## src/rtl/plab3_mem_prefetch_scheduler_pkg.sv

```systemverilog
// Shared encodings for the prefetch scheduler: FSM states, line geometry, buffer request types.
// Latency: n/a (declarations only).
// Backpressure: n/a.
package plab3_mem_prefetch_scheduler_pkg;

    // Scheduler FSM states, 3-bit encoded
    typedef enum logic [2:0] {
        ST_IDLE  = 3'd0,
        ST_DREQ  = 3'd1,
        ST_DWAIT = 3'd2,
        ST_DRESP = 3'd3,
        ST_PREQ  = 3'd4,
        ST_PWAIT = 3'd5
    } state_t;

    // 16-byte lines: 4 offset bits, 28-bit line number
    localparam int unsigned c_line_offset_nbits = 4;
    localparam int unsigned c_line_nbits        = 32 - c_line_offset_nbits;

    // Buffer request type codes, matching vc-mem-msgs.v
    localparam logic [2:0] c_mem_req_type_read  = 3'd0;
    localparam logic [2:0] c_mem_req_type_prelw = 3'd2;

    // Line following the one holding addr; wraps at the top of the address space
    function automatic logic [c_line_nbits-1:0] next_line(input logic [c_line_nbits-1:0] line);
        return line + {{(c_line_nbits-1){1'b0}}, 1'b1};
    endfunction

endpackage

```

## src/rtl/plab3_mem_prefetch_next_line_gen.sv

```systemverilog
// Next-line prefetch bookkeeping: single pending slot, last-issued line, suppression, statistics.
// Latency: candidate visible on pend_val the cycle after cand_val.
// Backpressure: none; a new candidate overwrites an unissued one and counts it as dropped.
module plab3_mem_prefetch_next_line_gen
    import plab3_mem_prefetch_scheduler_pkg::*;
#(
    parameter int p_cnt_nbits = 16
)(
    input  logic                    clk,
    input  logic                    reset,
    input  logic                    cand_val,
    input  logic [c_line_nbits-1:0] cand_line,
    input  logic                    issue,
    output logic                    pend_val,
    output logic [c_line_nbits-1:0] pend_line,
    output logic [p_cnt_nbits-1:0]  pf_issued_cnt,
    output logic [p_cnt_nbits-1:0]  pf_dropped_cnt
);

    localparam logic [p_cnt_nbits-1:0] c_cnt_one = {{(p_cnt_nbits-1){1'b0}}, 1'b1};

    logic                    last_pf_val;
    logic [c_line_nbits-1:0] last_pf_line;
    logic                    suppress;
    logic                    cand_write;

    // A candidate equal to the line just prefetched would be wasted buffer bandwidth
    assign suppress   = last_pf_val && (cand_line == last_pf_line);
    assign cand_write = cand_val && !suppress;

    // Pending slot, last prefetched line and counters; candidate and issue never coincide
    always_ff @(posedge clk or posedge reset) begin
        if (reset) begin
            pend_val       <= 1'b0;
            pend_line      <= '0;
            last_pf_val    <= 1'b0;
            last_pf_line   <= '0;
            pf_issued_cnt  <= '0;
            pf_dropped_cnt <= '0;
        end else if (cand_write) begin
            pend_val  <= 1'b1;
            pend_line <= cand_line;
            if (pend_val)
                pf_dropped_cnt <= pf_dropped_cnt + c_cnt_one;
        end else if (issue) begin
            pend_val      <= 1'b0;
            last_pf_val   <= 1'b1;
            last_pf_line  <= pend_line;
            pf_issued_cnt <= pf_issued_cnt + c_cnt_one;
        end
    end

endmodule

```

## src/rtl/plab3_mem_prefetch_scheduler.sv

```systemverilog
// Shares the prefetch buffer between demand reads and next-line PRELW prefetches, one transaction at a time.
// Latency: demand hit dmresp_val at T+5, miss at T+4 after acceptance at T; prefetch only when idle.
// Backpressure: dmreq_rdy only in IDLE; dmresp held until dmresp_rdy; buffer handshakes wait on bufreq_rdy/bufresp_val.
module plab3_mem_prefetch_scheduler
    import plab3_mem_prefetch_scheduler_pkg::*;
#(
    parameter int p_opaque_nbits = 8,
    parameter int p_cnt_nbits    = 16
)(
    input  logic                      clk,
    input  logic                      reset,
    input  logic                      dmreq_val,
    output logic                      dmreq_rdy,
    input  logic [31:0]               dmreq_addr,
    input  logic [p_opaque_nbits-1:0] dmreq_opaque,
    output logic                      dmresp_val,
    input  logic                      dmresp_rdy,
    output logic                      dmresp_hit,
    output logic [31:0]               dmresp_data,
    output logic [p_opaque_nbits-1:0] dmresp_opaque,
    output logic                      bufreq_val,
    input  logic                      bufreq_rdy,
    output logic [2:0]                bufreq_type,
    output logic [31:0]               bufreq_addr,
    input  logic                      bufresp_val,
    output logic                      bufresp_rdy,
    input  logic [31:0]               bufresp_data,
    output logic [p_cnt_nbits-1:0]    pf_issued_cnt,
    output logic [p_cnt_nbits-1:0]    pf_dropped_cnt
);

    state_t                    state;
    state_t                    state_next;
    logic [31:0]               dm_addr;
    logic [p_opaque_nbits-1:0] dm_opaque;
    logic                      resp_hit;
    logic [31:0]               resp_data;
    logic                      wait_first;
    logic                      dwait_hit;
    logic                      dwait_miss;
    logic                      cand_val;
    logic                      pf_issue;
    logic                      pend_val;
    logic [c_line_nbits-1:0]   pend_line;

    // The buffer returning to idle without a response means a miss; never trust rdy in the first wait cycle
    assign dwait_hit  = (state == ST_DWAIT) && bufresp_val;
    assign dwait_miss = (state == ST_DWAIT) && !bufresp_val && bufreq_rdy && !wait_first;

    // Next-state and output decode from registered state only
    always_comb begin
        state_next  = state;
        dmreq_rdy   = 1'b0;
        dmresp_val  = 1'b0;
        bufreq_val  = 1'b0;
        bufreq_type = c_mem_req_type_read;
        bufreq_addr = '0;
        bufresp_rdy = 1'b0;
        cand_val    = 1'b0;
        pf_issue    = 1'b0;
        case (state)
            ST_IDLE: begin
                dmreq_rdy = 1'b1;
                if (dmreq_val)
                    state_next = ST_DREQ;
                else if (pend_val)
                    state_next = ST_PREQ;
            end
            ST_DREQ: begin
                bufreq_val  = 1'b1;
                bufreq_addr = dm_addr;
                if (bufreq_rdy)
                    state_next = ST_DWAIT;
            end
            ST_DWAIT: begin
                bufresp_rdy = 1'b1;
                if (dwait_hit || dwait_miss)
                    state_next = ST_DRESP;
            end
            ST_DRESP: begin
                dmresp_val = 1'b1;
                if (dmresp_rdy) begin
                    cand_val   = 1'b1;
                    state_next = ST_IDLE;
                end
            end
            ST_PREQ: begin
                bufreq_val  = 1'b1;
                bufreq_type = c_mem_req_type_prelw;
                bufreq_addr = {pend_line, {c_line_offset_nbits{1'b0}}};
                if (bufreq_rdy) begin
                    pf_issue   = 1'b1;
                    state_next = ST_PWAIT;
                end
            end
            ST_PWAIT: begin
                bufresp_rdy = 1'b1;
                if (bufresp_val || (bufreq_rdy && !wait_first))
                    state_next = ST_IDLE;
            end
            default: state_next = ST_IDLE;
        endcase
    end

    // State register plus the first-cycle marker for the two buffer wait states
    always_ff @(posedge clk or posedge reset) begin
        if (reset) begin
            state      <= ST_IDLE;
            wait_first <= 1'b0;
        end else begin
            state      <= state_next;
            wait_first <= (state_next != state) &&
                          ((state_next == ST_DWAIT) || (state_next == ST_PWAIT));
        end
    end

    // Demand capture on acceptance and response capture on hit or detected miss
    always_ff @(posedge clk or posedge reset) begin
        if (reset) begin
            dm_addr   <= '0;
            dm_opaque <= '0;
            resp_hit  <= 1'b0;
            resp_data <= '0;
        end else begin
            if ((state == ST_IDLE) && dmreq_val) begin
                dm_addr   <= dmreq_addr;
                dm_opaque <= dmreq_opaque;
            end
            if (dwait_hit) begin
                resp_hit  <= 1'b1;
                resp_data <= bufresp_data;
            end else if (dwait_miss) begin
                resp_hit  <= 1'b0;
                resp_data <= '0;
            end
        end
    end

    assign dmresp_hit    = resp_hit;
    assign dmresp_data   = resp_data;
    assign dmresp_opaque = dm_opaque;

    plab3_mem_prefetch_next_line_gen #(
        .p_cnt_nbits (p_cnt_nbits)
    ) u_next_line_gen (
        .clk            (clk),
        .reset          (reset),
        .cand_val       (cand_val),
        .cand_line      (next_line(dm_addr[31:c_line_offset_nbits])),
        .issue          (pf_issue),
        .pend_val       (pend_val),
        .pend_line      (pend_line),
        .pf_issued_cnt  (pf_issued_cnt),
        .pf_dropped_cnt (pf_dropped_cnt)
    );

endmodule
```

## config.mk

```make
export PLATFORM = sky130hd
export DESIGN_NAME = plab3_mem_prefetch_scheduler
export DESIGN_NICKNAME = d
export VERILOG_FILES = /design/src/rtl/plab3_mem_prefetch_scheduler_pkg.sv /design/src/rtl/plab3_mem_prefetch_next_line_gen.sv /design/src/rtl/plab3_mem_prefetch_scheduler.sv
export SDC_FILE = /design/constraint.sdc
export NUM_CORES = 1
export LEC_CHECK = 0
export CORE_ASPECT_RATIO = 1.75
export CORE_MARGIN = 2
export CORE_UTILIZATION = 43
export CTS_BUF_LIST = sky130_fd_sc_hd__clkbuf_8
export DETAILED_ROUTE_END_ITERATION = 6
export PLACE_DENSITY = 0.8
export SETUP_SLACK_MARGIN = 0.2
export SKIP_CTS_REPAIR_TIMING = 1
export SYNTH_ARGS = -nofsm -noshare
export SYNTH_HDL_FRONTEND = slang
export SYNTH_HIERARCHICAL = 1
export SYNTH_SLANG_ARGS = --single-unit
```

## constraint.sdc

```tcl
create_clock -name clk -period 3.65 [get_ports clk]
set_input_delay 0.73 -clock clk [delete_from_list [all_inputs] [get_ports clk]]
set_output_delay 0.73 -clock clk [all_outputs]
set_load 0.02 [all_outputs]
```

-- Word-level counts from Yosys, hierarchy flattened
Index checks and enable logic that the tools add are counted.
- register bits: 167
- bits of input ports: 78
- logic and storage cells: 71
- $add $sub $neg: 3
- eq/ne operators: 9
- muxes and demuxes: 24
- bitwise logic cells: 1
- reduce and logical (&&, ||, !) cells: 22
- operators with widths (cell ; number):
    32-bit two-way mux ; 2
    32-bit one-hot mux with 2 select lines ; 1
    16-bit by 1-bit adder with 16-bit output (second input constant) ; 2
    28-bit by 1-bit adder with 28-bit output (second input constant) ; 1
    28-bit equality test ; 1
    3-bit two-way mux ; 7
    3-bit one-hot mux with 6 select lines ; 1
    1-bit two-way mux ; 12
    3-bit by 2-bit equality test with 1-bit output (second input constant) ; 3
    3-bit equality test (second input constant) ; 3
    1-bit logical AND ; 9
    2-bit AND reduction ; 2
    2-bit nonzero test ; 2
    2-bit OR reduction ; 2
    3-bit by 1-bit equality test with 1-bit output (second input constant) ; 1
    1-bit zero test ; 3
    3-bit zero test ; 1
    1-bit logical OR ; 3
    3-bit inequality test ; 1
    2-bit two-way mux ; 1
    1-bit inverter ; 1

-- Logic depth before layout (Yosys ltp)
- depth in word-level cells: 10
- mapped depth: 14
- gate-level depth less buffers: 10

-- Cells and area by module
The synthesis kept the hierarchy.
- by module, submodules not included (module ; times used ; cells an instance ; area an instance (um2) ; seq. area each (um2)):
    plab3_mem_prefetch_next_line_gen ; 1 ; 299 ; 3931.3 ; 2252.2
    plab3_mem_prefetch_scheduler ; 1 ; 323 ; 3841.2 ; 1926.8

-- Least setup slack after synthesis
Ideal clock, no wire load.
- path type: reg2reg
- start: register dm_addr[13]
- end: register u_next_line_gen.pend_line[10]
- library setup time: 0.125 ns
- arrival: 2.891 ns
- slack: 0.635 ns
- stages on the path, launching flop included: 12
- buffers on the path: 2
- period minus slack after synthesis: 3.015 ns
- cells stage by stage: dfrtp_1 buf_2 nand4_1 nor4_4 nand4_1 xnor2_1 xor2_1 nor4_1 nand4_1 o41ai_2 buf_4 mux2_2
- word-level cells in the longest chain between the ends: 5
- ends and longest elaborated chain (element ; RTL line ; RTL):
    start, declared ; plab3_mem_prefetch_scheduler.sv:34 ; logic [31:0] dm_addr;
    start signal, assigned ; plab3_mem_prefetch_scheduler.sv:126 ; dm_addr <= dmreq_addr;
    28-bit by 1-bit adder with 28-bit output (*) ; plab3_mem_prefetch_scheduler_pkg.sv:26 ; return line + {{(c_line_nbits-1){1'b0}}, 1'b1};
    28-bit equality test ; plab3_mem_prefetch_next_line_gen.sv:28 ; assign suppress = last_pf_val && (cand_line == last_pf_line);
    1-bit logical AND ; plab3_mem_prefetch_next_line_gen.sv:28 ;
    1-bit zero test ; plab3_mem_prefetch_next_line_gen.sv:29 ; assign cand_write = cand_val && !suppress;
    1-bit logical AND ; plab3_mem_prefetch_next_line_gen.sv:29 ;
    end signal, assigned ; plab3_mem_prefetch_next_line_gen.sv:42 ; pend_line <= cand_line;
    end, declared ; plab3_mem_prefetch_next_line_gen.sv:15 ; output logic [c_line_nbits-1:0] pend_line,
Mark *: on every way between the ends. The rest lies on a longest branch, timed or not.
A chain may end at the register's enable or synchronous reset.

-- Final worst setup path
- start: register dm_addr[12]
- end: register u_next_line_gen.pend_line[0]
- word-level cells in the longest chain between the ends: 5
- ends and longest elaborated chain (element ; RTL line):
    28-bit by 1-bit adder with 28-bit output ; plab3_mem_prefetch_scheduler_pkg.sv:26
    28-bit equality test ; plab3_mem_prefetch_next_line_gen.sv:28
    1-bit logical AND ; plab3_mem_prefetch_next_line_gen.sv:28
    1-bit zero test ; plab3_mem_prefetch_next_line_gen.sv:29
    1-bit logical AND ; plab3_mem_prefetch_next_line_gen.sv:29
Every way passes these cells.

==> results.md <==
| Item | Value | Unit |
| --- | --- | --- |
| Mean number of vias per cell | 5.34 | - |
| Area of the core region | 17,900 | sq um |
| First-pass GRT wire length | 30,800 | um |
| Total Nets Final | 913 | - |
| HPWL reported at the end of detailed placement | 14,300 | um |
| Cell area after placement | 10,000 | sq um |
| Number of cells produced by synthesis | 622 | - |
| Slowest stage cell, crit path | o41ai_4 | - |
| Routed length per instance | 18.2 | um |
| Non-filler cells, final | 1,079 | - |
| RSZ-0062 raised after global routing | yes | - |
| Slew of the pin with the lowest slew margin | 0.752 | ns |
| Total gr overflow | 0 | - |
| Maximum clock frequency | 0.292 | GHz |
| Share of synthesized registers carrying an async set or reset | 100 | % |
| RePlAce Congestion | 0.861 | - |
| Type of the tightest min-delay check | reg -> reg | - |
| Share of post-route cells with drive strength above 1 | 19.5 | % |
| Top-level port count | 190 | - |
| Final Setup Violations | 0 | - |
| Via count | 5,761 | - |
| Distinct cell type count after synthesis | 42 | - |
| Vertical die dimension | 182 | um |
| Cell area after layout | 10,700 | sq um |
| Clock root buffer master | clkbuf_8 | - |
| Required time of the critical path | 3.99 | ns |
| Clock Pin Slew Worst Setup and Hold Paths | 0.11 | ns |
| Dominant synthesized flop cell | dfrtp_1 | - |
| Final Critical Period | 3.43 | ns |
| H-tree level count | 4 | - |
| Largest net degree at the start of global routing | 54 | - |
| Commonest cells after routing, fill and taps aside | clkdlybuf4s50_1, dfrtp_1, a22o_1 | - |
| Final wirelength | 19,600 | um |
| Arrival time at the worst endpoint | 3.77 | ns |
| Via count of the first global-routing pass | 5,931 | - |
| Synth warnings | 6 | - |
| Synth-to-layout area growth | 37.4 | % |
| Crit path max-delay family | simple AND/OR/NAND/NOR gates | - |
| GRT Overall Usage | 20.5 | % |
| Clock tree from TritonCTS | yes | - |
| FF+latch count, synth | 167 | - |
| CP Buf/Inv Count | 3 | - |
| Number of enable flip-flop cells after synthesis | 0 | - |
| Antenna diodes | 0 | - |
| Post-placement cell count | 1,037 | - |
| Antenna violations before repair | 0 | - |
| Number of port buffers | 187 | - |
| Clock Tree Buf Depth | 2 | - |
| Maximum resistive drop on vdd | 414 | uV |
| Period utilization | 93.9 | % |
| Number of DRC markers in iteration 0 | 205 | - |
| Clock network latency to the later pin of the worst-skew pair | 0.46 | ns |
| Post-route antenna net violation count | 0 | - |
| Relative slew slack | 49.8 | % |
| PD cells | 804 | nW/um^2 |
| Status | completed | - |
| Sequential cell area fraction in the yosys report | 53.8 | % |
| Avg Synthesized Cell Area | 12.5 | sq um |
| Endpoint type of the worst setup path | flop | - |
| Crit path max fanout | 12 | - |
| Critical Path, Cell by Cell | nand3_2 -> nor4_4 -> buf_4 -> nand4_1 -> xnor2_2 -> xor2_1 -> nor4_2 -> nand4_1 -> o41ai_4 -> buf_4 -> buf_12 -> mux2_2 | - |
| Die Width | 106 | um |
| CTS buffer count | 17 | - |
| Leakage power | 4.67 | nW |
| Cell Rows | 65 | - |
| Number of hold violations in the final report | 0 | - |
| Starting Density | 43.4 | % |
| Mapped cell area | 7770 | sq um |
| Worst setup SP type | flop | - |
| Die area | 19,200 | sq um |
| Core Util, Final | 59.7 | % |
| Stage delay of the slowest cell on the critical path | 0.47 | ns |
| First-pass iteration count of the detailed router | 4 | - |
| Most common cell after layout, fill and taps aside | clkdlybuf4s50_1 | - |
| Crit path kind | reg -> reg | - |
| DRC viols | 0 | - |
| Count of clock tree sinks | 167 | - |
| Maxcap violations | 0 | - |
| Clk_skew | 0.0179 | ns |
| Max-slew violation total from the final report | 0 | - |
## cell families after synthesis
group / synth area share, %
DFF: 53.8
adders and majority gates: 0.483
muxes: 13.8
and+or+nand+nor: 10.9
other: 0.0482
buffers and inverters: 3.27
xor gates and xnor gates: 9.47
AOI/OAI and AO/OA: 8.27
## metrics by stage
step                hold slack (ns)  worst slack, ns  TNS (ns)  total power [mW]
global placement              0.451           0.0799         0              6.98
global route                  0.506           0.0735         0              9.07
CTS                           0.474          -0.0447    -0.535              8.43
finish                        0.470            0.224         0              8.59
floorplan                     0.435            0.585         0              5.45
detailed placement            0.458          0.00324         0              7.07
## cells in the mapped netlist, types with 2 or more instances
cell type | instances | share of area [%]
dfrtp_1 | 167 | 54
a22o_1 | 60 | 6.8
mux2_2 | 48 | 7.0
mux2_1 | 47 | 6.8
xor2_1 | 47 | 5.3
xnor2_1 | 37 | 4.2
nand2_1 | 32 | 1.5
nand3_1 | 25 | 1.6
nand4_1 | 18 | 1.4
buf_2 | 17 | 1.1
nor2_1 | 14 | 0.68
nor3_1 | 14 | 0.90
and3_1 | 10 | 0.80
buf_4 | 10 | 0.97
nor4_1 | 10 | 0.80
and2_1 | 9 | 0.72
inv_1 | 8 | 0.39
o21ai_0 | 6 | 0.39
clkbuf_1 | 5 | 0.24
buf_6 | 4 | 0.58
ha_1 | 3 | 0.48
nor2b_1 | 3 | 0.24
nor3_2 | 3 | 0.39
nor3b_2 | 3 | 0.48
a211oi_1 | 2 | 0.19
a21oi_1 | 2 | 0.13
and4_1 | 2 | 0.23
or2_2 | 2 | 0.16
## path summary, 6_finish.rpt
check	from	end	slack, ns	depth (start not counted)
min in group asynchronous	reset	u_next_line_gen/pend_line[25]	0.75	2
max in group asynchronous	reset	dmresp_data[8]	2.17	3
hold / removal	u_next_line_gen/pf_issued_cnt[15]	u_next_line_gen/pf_issued_cnt[15]	0.47	1
hold reg to reg	u_next_line_gen/pf_issued_cnt[15]	u_next_line_gen/pf_issued_cnt[15]	0.47	1
setup reg to reg	dm_addr[12]	u_next_line_gen/pend_line[0]	0.22	12
setup / recovery	dm_addr[12]	u_next_line_gen/pend_line[0]	0.22	12
## where the power goes
part	internal (mW)	switching, mW	total, mW
clock network	0.526	0.807	1.33
logic	2.05	1.96	4.01
registers	2.57	0.678	3.25
## routing by layer
| metal | GRT usage [%] | part of all wire [%] |
|---|---|---|
| met2 | 38.0 | 55 |
| met4 | 8.95 | 3.7 |
| met5 | 0 | 0 |
| met3 | 4.49 | 5.0 |
| met1 | 22.0 | 37 |
## layout make-up
| class | instances | area, sq um |
|---|---|---|
| well taps | 234 | 293 |
| clock inverters | 15 | 175 |
| inverters | 8 | 32.5 |
| flip-flops and latches | 167 | 4190 |
| fillers | 1452 | 7210 |
| multi-input cells | 412 | 3500 |
| repair buffers | 226 | 2260 |
| clock buffers | 17 | 234 |
## state kept, by name (all words and copies together) (netlist names), 3 cells and up
register / flops
dmresp_data: 32
dm_addr: 32
u_next_line_gen/pf_dropped_cnt: 16
u_next_line_gen/pend_line: 28
dmresp_opaque: 8
u_next_line_gen/pf_issued_cnt: 16
u_next_line_gen/last_pf_line: 28
state: 3
## worst register-to-register path, stage by stage (launching register included)
cell and delay [ns]:
dfrtp_2 0.42, nand3_2 0.15, nor4_4 0.31, buf_4 0.17, nand4_1 0.16, xnor2_2 0.20, xor2_1 0.16, nor4_2 0.33
nand4_1 0.23, o41ai_4 0.47, buf_4 0.21, buf_12 0.15, mux2_2 0.35
Note: power is estimated with default switching activity, not from simulation.
